==> config.mk <==
export PLATFORM = sky130hd
export DESIGN_NAME = phy_mdio_ctrl
export DESIGN_NICKNAME = d
export VERILOG_FILES = /design/src/rtl/phy_mdio_ctrl.sv
export SDC_FILE = /design/constraint.sdc
export NUM_CORES = 1
export LEC_CHECK = 0
export CELL_PAD_IN_SITES_DETAIL_PLACEMENT = 2
export CELL_PAD_IN_SITES_GLOBAL_PLACEMENT = 2
export CORE_MARGIN = 5
export CORE_UTILIZATION = 33
export DETAILED_ROUTE_END_ITERATION = 10
export GPL_TIMING_DRIVEN = 0
export PLACE_DENSITY_LB_ADDON = 0.1
export SLEW_MARGIN = 20
export SYNTH_ARGS = -nofsm -noshare
export SYNTH_HDL_FRONTEND = slang
export SYNTH_SLANG_ARGS = --single-unit
==> constraint.sdc <==
create_clock -name sys_clk -period 3.15 [get_ports sys_clk]
set_input_delay 0.63 -clock sys_clk [delete_from_list [all_inputs] [get_ports sys_clk]]
set_output_delay 0.63 -clock sys_clk [all_outputs]
set_load 0.01 [all_outputs]
==> src/rtl/phy_mdio_ctrl.sv <==
// IEEE 802.3 clause-22 MDIO management master: one read or write frame per accepted command.
// MDC is divided from sys_clk; the MDIO pad tristate is controlled through mdio_o/mdio_oe.
module phy_mdio_ctrl #(
  parameter int unsigned CLK_DIV     = 10,
  parameter int unsigned PREAMBLE_EN = 1
) (
  input  logic        sys_clk,
  input  logic        rst,
  input  logic        cmd_valid,
  output logic        cmd_ready,
  input  logic        cmd_write,
  input  logic [4:0]  cmd_phy_addr,
  input  logic [4:0]  cmd_reg_addr,
  input  logic [15:0] cmd_wdata,
  output logic [15:0] rd_data,
  output logic        rd_valid,
  output logic        rd_err,
  output logic        busy,
  output logic        mdc,
  output logic        mdio_o,
  output logic        mdio_oe,
  input  logic        mdio_i
);

  localparam int unsigned DIV_W = $clog2(2 * CLK_DIV);
  localparam logic [DIV_W-1:0] RISE_CNT = DIV_W'(CLK_DIV - 1);
  localparam logic [DIV_W-1:0] LAST_CNT = DIV_W'(2 * CLK_DIV - 1);

  typedef enum logic [2:0] {IDLE, PRE, HDR, TA, DATA, GAP} state_t;

  state_t           state;
  state_t           nxt_state;
  logic [DIV_W-1:0] div_cnt;
  logic [4:0]       bit_cnt;
  logic [4:0]       nxt_bit_cnt;
  logic             wr_q;
  logic             ta_bit;
  logic [31:0]      tx_sr;
  logic [14:0]      rx_sr;
  logic [31:0]      frame;
  logic             rise;
  logic             bit_end;

  // ST, OP, PHYAD, REGAD, write turnaround and data; on reads only the first 14 bits go out
  assign frame   = {2'b01, (cmd_write ? 2'b01 : 2'b10), cmd_phy_addr, cmd_reg_addr,
                    2'b10, cmd_wdata};
  assign rise    = (div_cnt == RISE_CNT);
  assign bit_end = (div_cnt == LAST_CNT);

  always_comb begin
    nxt_state   = state;
    nxt_bit_cnt = bit_cnt + 5'd1;
    case (state)
      PRE: if (bit_cnt == 5'd31) begin
        nxt_state   = HDR;
        nxt_bit_cnt = '0;
      end
      HDR: if (bit_cnt == 5'd13) begin
        nxt_state   = TA;
        nxt_bit_cnt = '0;
      end
      TA: if (bit_cnt == 5'd1) begin
        nxt_state   = DATA;
        nxt_bit_cnt = '0;
      end
      DATA: if (bit_cnt == 5'd15) begin
        nxt_state   = GAP;
        nxt_bit_cnt = '0;
      end
      GAP: begin
        nxt_state   = IDLE;
        nxt_bit_cnt = '0;
      end
      default: nxt_bit_cnt = '0;
    endcase
  end

  always_ff @(posedge sys_clk) begin
    if (rst) begin
      state     <= IDLE;
      div_cnt   <= '0;
      bit_cnt   <= '0;
      mdc       <= 1'b0;
      mdio_oe   <= 1'b0;
      mdio_o    <= 1'b1;
      busy      <= 1'b0;
      rd_valid  <= 1'b0;
      rd_data   <= '0;
      rd_err    <= 1'b0;
      cmd_ready <= 1'b0;
      wr_q      <= 1'b0;
      ta_bit    <= 1'b0;
      tx_sr     <= '0;
      rx_sr     <= '0;
    end else begin
      rd_valid <= 1'b0;
      if (state == IDLE) begin
        cmd_ready <= 1'b1;
        if (cmd_valid && cmd_ready) begin
          cmd_ready <= 1'b0;
          busy      <= 1'b1;
          wr_q      <= cmd_write;
          div_cnt   <= '0;
          bit_cnt   <= '0;
          mdio_oe   <= 1'b1;
          // The first bit is driven on the accept edge so its low half starts next cycle
          if (PREAMBLE_EN != 0) begin
            state  <= PRE;
            mdio_o <= 1'b1;
            tx_sr  <= frame;
          end else begin
            state  <= HDR;
            mdio_o <= frame[31];
            tx_sr  <= {frame[30:0], 1'b0};
          end
        end
      end else if (rise) begin
        mdc     <= 1'b1;
        div_cnt <= div_cnt + DIV_W'(1);
        if (state == TA && bit_cnt == 5'd1) begin
          ta_bit <= mdio_i;
        end
        if (state == DATA && !wr_q) begin
          rx_sr <= {rx_sr[13:0], mdio_i};
          if (bit_cnt == 5'd15) begin
            rd_data  <= {rx_sr, mdio_i};
            rd_valid <= 1'b1;
            rd_err   <= (ta_bit != 1'b0);
          end
        end
      end else if (bit_end) begin
        mdc     <= 1'b0;
        div_cnt <= '0;
        state   <= nxt_state;
        bit_cnt <= nxt_bit_cnt;
        case (nxt_state)
          PRE: begin
            mdio_o  <= 1'b1;
            mdio_oe <= 1'b1;
          end
          HDR, TA, DATA: begin
            mdio_o  <= (nxt_state == HDR || wr_q) ? tx_sr[31] : 1'b1;
            mdio_oe <= (nxt_state == HDR || wr_q);
            tx_sr   <= {tx_sr[30:0], 1'b0};
          end
          default: begin
            mdio_o  <= 1'b1;
            mdio_oe <= 1'b0;
            if (nxt_state == IDLE) begin
              busy      <= 1'b0;
              cmd_ready <= 1'b1;
            end
          end
        endcase
      end else begin
        div_cnt <= div_cnt + DIV_W'(1);
      end
    end
  end

endmodule

* Word level (Yosys, flattened, before mapping)
Cells that the tools add are included.
** Cells by class
- Bitwise operators :: 3
- Add/subtract/negate cells :: 2
- Equal/unequal tests :: 18
- Multiplexer cells :: 51
- Reduce and logical (&&, ||, !) cells :: 23
** Operators with widths (count)
- 2-to-1 mux 32 bit :: 5
- 2-to-1 mux 5 bit :: 11
- 2-to-1 mux 3 bit :: 8
- 2-to-1 mux 1 bit :: 23
- one-hot mux 5 bit (4 select lines) :: 1
- equality test 5 x 4 -> 1 bit (second input constant) :: 3
- one-hot mux 3 bit (5 select lines) :: 1
- equality test 3 x 2 -> 1 bit (second input constant) :: 4
- AND reduction 4 bit :: 3
- adder 5 x 1 -> 5 bit (second input constant) :: 2
- equality test 5 bit (second input constant) :: 2
- equality test 3 bit (second input constant) :: 3
- AND reduction 3 bit :: 3
- nonzero test 2 bit :: 4
- OR reduction 4 bit :: 2
- equality test 3 x 1 -> 1 bit (second input constant) :: 2
- zero test 3 bit :: 2
- inequality test 2 x 1 -> 1 bit (second input constant) :: 3
- equality test 5 x 1 -> 1 bit (second input constant) :: 1
- AND reduction 5 bit :: 1
- AND reduction 2 bit :: 2
- logical AND 1 bit :: 3
- inverter 1 bit :: 3
- OR reduction 3 bit :: 1
- 4 further kinds :: 4
** Word-level totals
- Bits of input ports :: 31
- Register bits :: 85
- Output and inout port bits :: 23
- Logic and storage cells :: 112

* Depth between registers and ports, before layout
- Depth in word-level cells :: 10
- Depth in mapped cells :: 10
- Depth with buffers taken out :: 7

* Worst setup path before layout
Ideal clock, no wire load.
- Kind :: register -> register
- Start :: register bit_cnt[0]
- End :: register tx_sr[21]
- Slack :: 0.779 ns
- Path buffers :: 3
- Stages on the path, launching flop included :: 11
- Data arrival time :: 2.283 ns
- Clock period less this slack :: 2.371 ns
- Setup time :: 0.089 ns
- Required time :: 3.061 ns
- Cell sequence :: dfxtp_1 > ha_1 > and3_1 > ha_1 > a211o_1 > a32o_1 > buf_4 > and3_4 > buf_6 > buf_6 > a311oi_2
** On the way
- Cells in the longest elaborated chain, start to end :: 7
- Elaborated cells between the ends (all ways) :: 15
- Those cells by class :: 7 x eq/ne; 5 x mux; 3 x reduce/logical
** RTL lines
- from (decl) :: RTL line 34 : logic [4:0] bit_cnt;
- from (signal assigned) :: RTL line 135 : bit_cnt <= nxt_bit_cnt;
- equality test 5 x 4 -> 1 bit, or another cell as far along :: RTL line 66 : DATA: if (bit_cnt == 5'd15) begin
- 2-to-1 mux 3 bit (on tied branches)
- one-hot mux 3 bit (5 select lines) (*) :: RTL line 53 : case (state)
- equality test 3 x 2 -> 1 bit or equality test 3 bit (tied branches) :: RTL line 136 : case (nxt_state)
- OR reduction 3 bit (*)
- nonzero test 2 bit (no source line) (*)
- AND reduction 4 bit (no source line) (*)
- to (signal assigned) :: RTL line 110 : tx_sr <= frame;
- to (signal assigned) :: RTL line 114 : tx_sr <= {frame[30:0], 1'b0};
- to (signal assigned) :: RTL line 144 : tx_sr <= {tx_sr[30:0], 1'b0};
- to (decl) :: RTL line 38 : logic [31:0] tx_sr;
Every way passes the cells marked *; elsewhere a longest branch is shown, timed or not.
A chain may end at the register's enable or synchronous reset.

* Worst setup path in the final report
- Start :: register bit_cnt[0]
- End :: register tx_sr[19]
Same word-level chain as after synthesis.

==> run_results.csv <==
group,metric,value,unit
clock_tree,cts_setup_buffers,0,
synthesis,syn_nets,523,
floorplan,start_util,0.337,
placed_design,pre_cts_slack,0.215,ns
routing,vias,3823,
sta,worst_slew_pin_slew,0.721,ns
synthesis,synth_area,4040,um2
placed_design,place.gp.congestion,0.840,
synthesis,seq_area_frac_synth,0.421,
worst_setup_path,r2r_slack,0.41,ns
routing,routed_wirelength,13.0,mm
floorplan,ios,54,
power_and_ir_drop,intPower,1.88,mW
sta,whs,0.452,ns
worst_setup_path,reg2reg_depth,10,
sta,fmax,0.365,GHz
global_route,grt-ovfl-total,0,
synthesis,yosys_warnings,0,
sta,hold_viol_final,0,
synthesis,postSynthCellCount,485,
synthesis,ys_top_cells_by_area,"dfxtp_1 42%, nand2_1 12%, a311oi_2 6.7%, a21oi_1 5.4%, a31oi_1 4.5%",
routing,vias_per_cell,5.45,
clock_tree,hold_buffers,0,
clock_tree,cts_sinks,85,
power_and_ir_drop,power_frac_clock,0.434,
worst_setup_path,crit_path_end_kind,"flip-flop",
global_route,grt_use_total,0.184,
power_and_ir_drop,p_total,2.59,mW
synthesis,yosysTopAreaCell,"dfxtp_1",
sta,rsz0062_at_grt,"false",
power_and_ir_drop,peakVddDrop,257,uV
min_path,hold_class,"reg2reg",
final_layout,diodes,0,
global_route,grt_max_degree,17,
synthesis,synth_edf_count,0,
min_path,min_path_cells,2,
clock_tree,root_buffer,"clkbuf_16",
sta,slew_viol_final,0,
synthesis,postSynthAreaPerCell,8.34,um2
worst_setup_path,cpPeakStageDelay,0.37,ns
synthesis,synth_top_area_share,0.421,
min_path,min_from,"rd_data[8]",
floorplan,core_area,12000,um2
min_path,min_to,"rd_data[8]",
synthesis,synthFlopType,"dfxtp_1",
final_layout,fin_nets,587,
floorplan,rows,40,
power_and_ir_drop,p_leak,1.70,nW
routing,drtPass1Iterations,4,
power_and_ir_drop,power_frac_seq,0.441,
clock_tree,clock_path_buffers,2,
worst_setup_path,worst_ep_arrival_time,2.99,ns
power_and_ir_drop,power.switching,0.707,mW
clock_tree,numCtsBuffers,9,
worst_setup_path,rr_endpoint,"tx_sr[19]",
worst_setup_path,worst-path-buf-inv,3,
routing,drt_iter0_drc,194,
global_route,grt_pass1_wl,21.3,mm
sta,fin_crit_sh,0.869,
routing,wire_per_inst,18.5,um
routing,ant_nets,0,
worst_setup_path,crit_family,"compound AO/OA/AOI/OAI gates",
sta,worst_slack,0.414,ns
routing,drc,0,
sta,post-route-min-period,2.74,ns
global_route,antenna_found_initial,0,
worst_setup_path,worst_ep_required_time,3.41,ns
power_and_ir_drop,p_sw_frac,0.273,
power_and_ir_drop,power_density,511,nW/um2
floorplan,dieWidth,121,um
sta,maxSlewHeadroom,0.512,
placed_design,dpl.hpwl,9.45,mm
synthesis,synth_seq_cells,85,
worst_setup_path,cp_max_fo,10,
worst_setup_path,crit_slowest_cell,"a211o_1",
final_layout,drive_above_1_share,0.110,
floorplan,dieArea,14600,um2
clock_tree,tritoncts,"yes",
worst_setup_path,worstPathCellList,"ha_1 -> and3_1 -> ha_1 -> a211o_1 -> a32o_1 -> buf_4 -> and3_4 -> buf_6 -> buf_6 -> a311oi_2",
sta,skew,0.0103,ns
clock_tree,cts_resized,0,
run,cap_violations,0,
worst_setup_path,worstSetupPathType,"reg2reg",
clock_tree,clk_pin_slew,0.07,ns
clock_tree,h-tree-depth,3,
placed_design,portBuffers,53,
floorplan,die_h,121,um
sta,fin_setup_tns,0,ns
worst_setup_path,reg2reg_from,"bit_cnt[0]",
final_layout,areaGrowthSynthToFinish,25.3,%
power_and_ir_drop,p_comb_frac,0.124,
synthesis,yosys.cell_types.count,53,
synthesis,async_flop_share,0,
worst_setup_path,worstSetupStartpointType,"flip-flop",
run_status,status,"finished clean",
global_route,grt_pass1_vias,4152,
clock_tree,clock_latency,0.35,ns
sta,finalSetupViolations,0,
final_layout,stdcell_area,5060,um2
placed_design,placed_area,4760,um2
-- layer usage --
metal / GRT usage / wire [um]
met3: 0.0355 / 344
met2: 0.322 / 6580
met5: 0 / 0
met1: 0.225 / 5820
met4: 0.0623 / 218
-- tightest hold or removal path: stages, from the launching register on --
cell and delay, ns:
dfxtp_1 0.31, nand2_1 0.05, a21oi_1 0.05
-- synth_stat cells, types with 2 or more instances --
library cell and number:
o21ai_0 7, nand4b_1 2, mux2i_1 7, a311oi_2 18
nand3_1 7, nor4bb_1 2, ha_1 7, a211oi_1 3
nor2_1 14, o32ai_1 3, a21oi_1 44, nand3b_1 2
a32o_1 2, clkbuf_1 25, buf_4 2, buf_6 4
inv_1 8, or3_1 5, buf_2 12, a21boi_0 2
nand2b_1 3, and2_1 2, a31oi_1 29, a311oi_1 11
nor3_1 8, nand4_1 4, o211ai_1 3, nor2b_1 3
dfxtp_1 85, nand2_1 132, and3_1 6, or3b_2 2
-- cell usage in the layout, fill, tap and decap left out, types with 4 or more instances in the layout --
cell type and n:
nand2_1 132, dfxtp_1 85, clkdlybuf4s50_1 53, a21oi_1 44
a31oi_1 29, clkbuf_1 25, a311oi_2 18, nor2_1 14
buf_2 12, a311oi_1 11, clkbuf_16 9, inv_1 8
nor3_1 8, mux2i_1 7, nand3_1 7, o21ai_0 7
ha_1 7, and3_1 6, or3_1 5, buf_6 4
nand4_1 4
-- cell type report --
class                           instances  area (um2)
Multi-Input combinational cell        348        2090
Buffer                                 44         218
Sequential cell                        85        1700
Clock inverter                          7        82.6
Fill cell                            1376        6950
Timing Repair Buffer                   53         531
Tap cell                              147         184
Clock buffer                            9         225
Inverter                                8        30.0
-- stage by stage --
step,cells,util
final,701,0.422
after global routing,701,0.422
after CTS,701,0.422
after detailed placement,685,0.396
after global placement,685,0.396
after floorplan,485,-
-- logic make-up after synthesis --
family	after synthesis	synth area share
fa+ha+maj	7	0.0217
flops	85	0.421
compound gates	133	0.248
buf+inv	52	0.0613
mux	9	0.0235
simple gates	199	0.224
-- registers in the layout, summed over array words and instances, names as in the netlist, 3 cells and up --
name     flops
rx_sr       15
state        3
bit_cnt      5
tx_sr       32
rd_data     16
div_cnt      5
-- how the worst max path moves through the flow --
stage / start / endpoint / slack [ns] / depth (start not counted)
6_report: bit_cnt[0] / tx_sr[19] / 0.41 / 10
5_1_grt: bit_cnt[0] / tx_sr[19] / 0.17 / 9
3_5_place_dp: rst / ta_bit / 0.21 / 5
4_1_cts: bit_cnt[0] / tx_sr[19] / 0.38 / 10
3_3_place_gp: rst / mdc / 0.28 / 5
2_1_floorplan: bit_cnt[0] / tx_sr[21] / 0.78 / 10
-- power by group through the flow --
stage / combinational [mW] / sequential [mW] / clock, mW
final: 0.322 / 1.14 / 1.12
after global routing: 0.356 / 1.15 / 1.19
after CTS: 0.328 / 1.14 / 1.14
after detailed placement: 0.325 / 1.17 / 0
after global placement: 0.316 / 1.17 / 0
after floorplan: 0.208 / 1.16 / 0
Power figures use the tool's default switching activity.
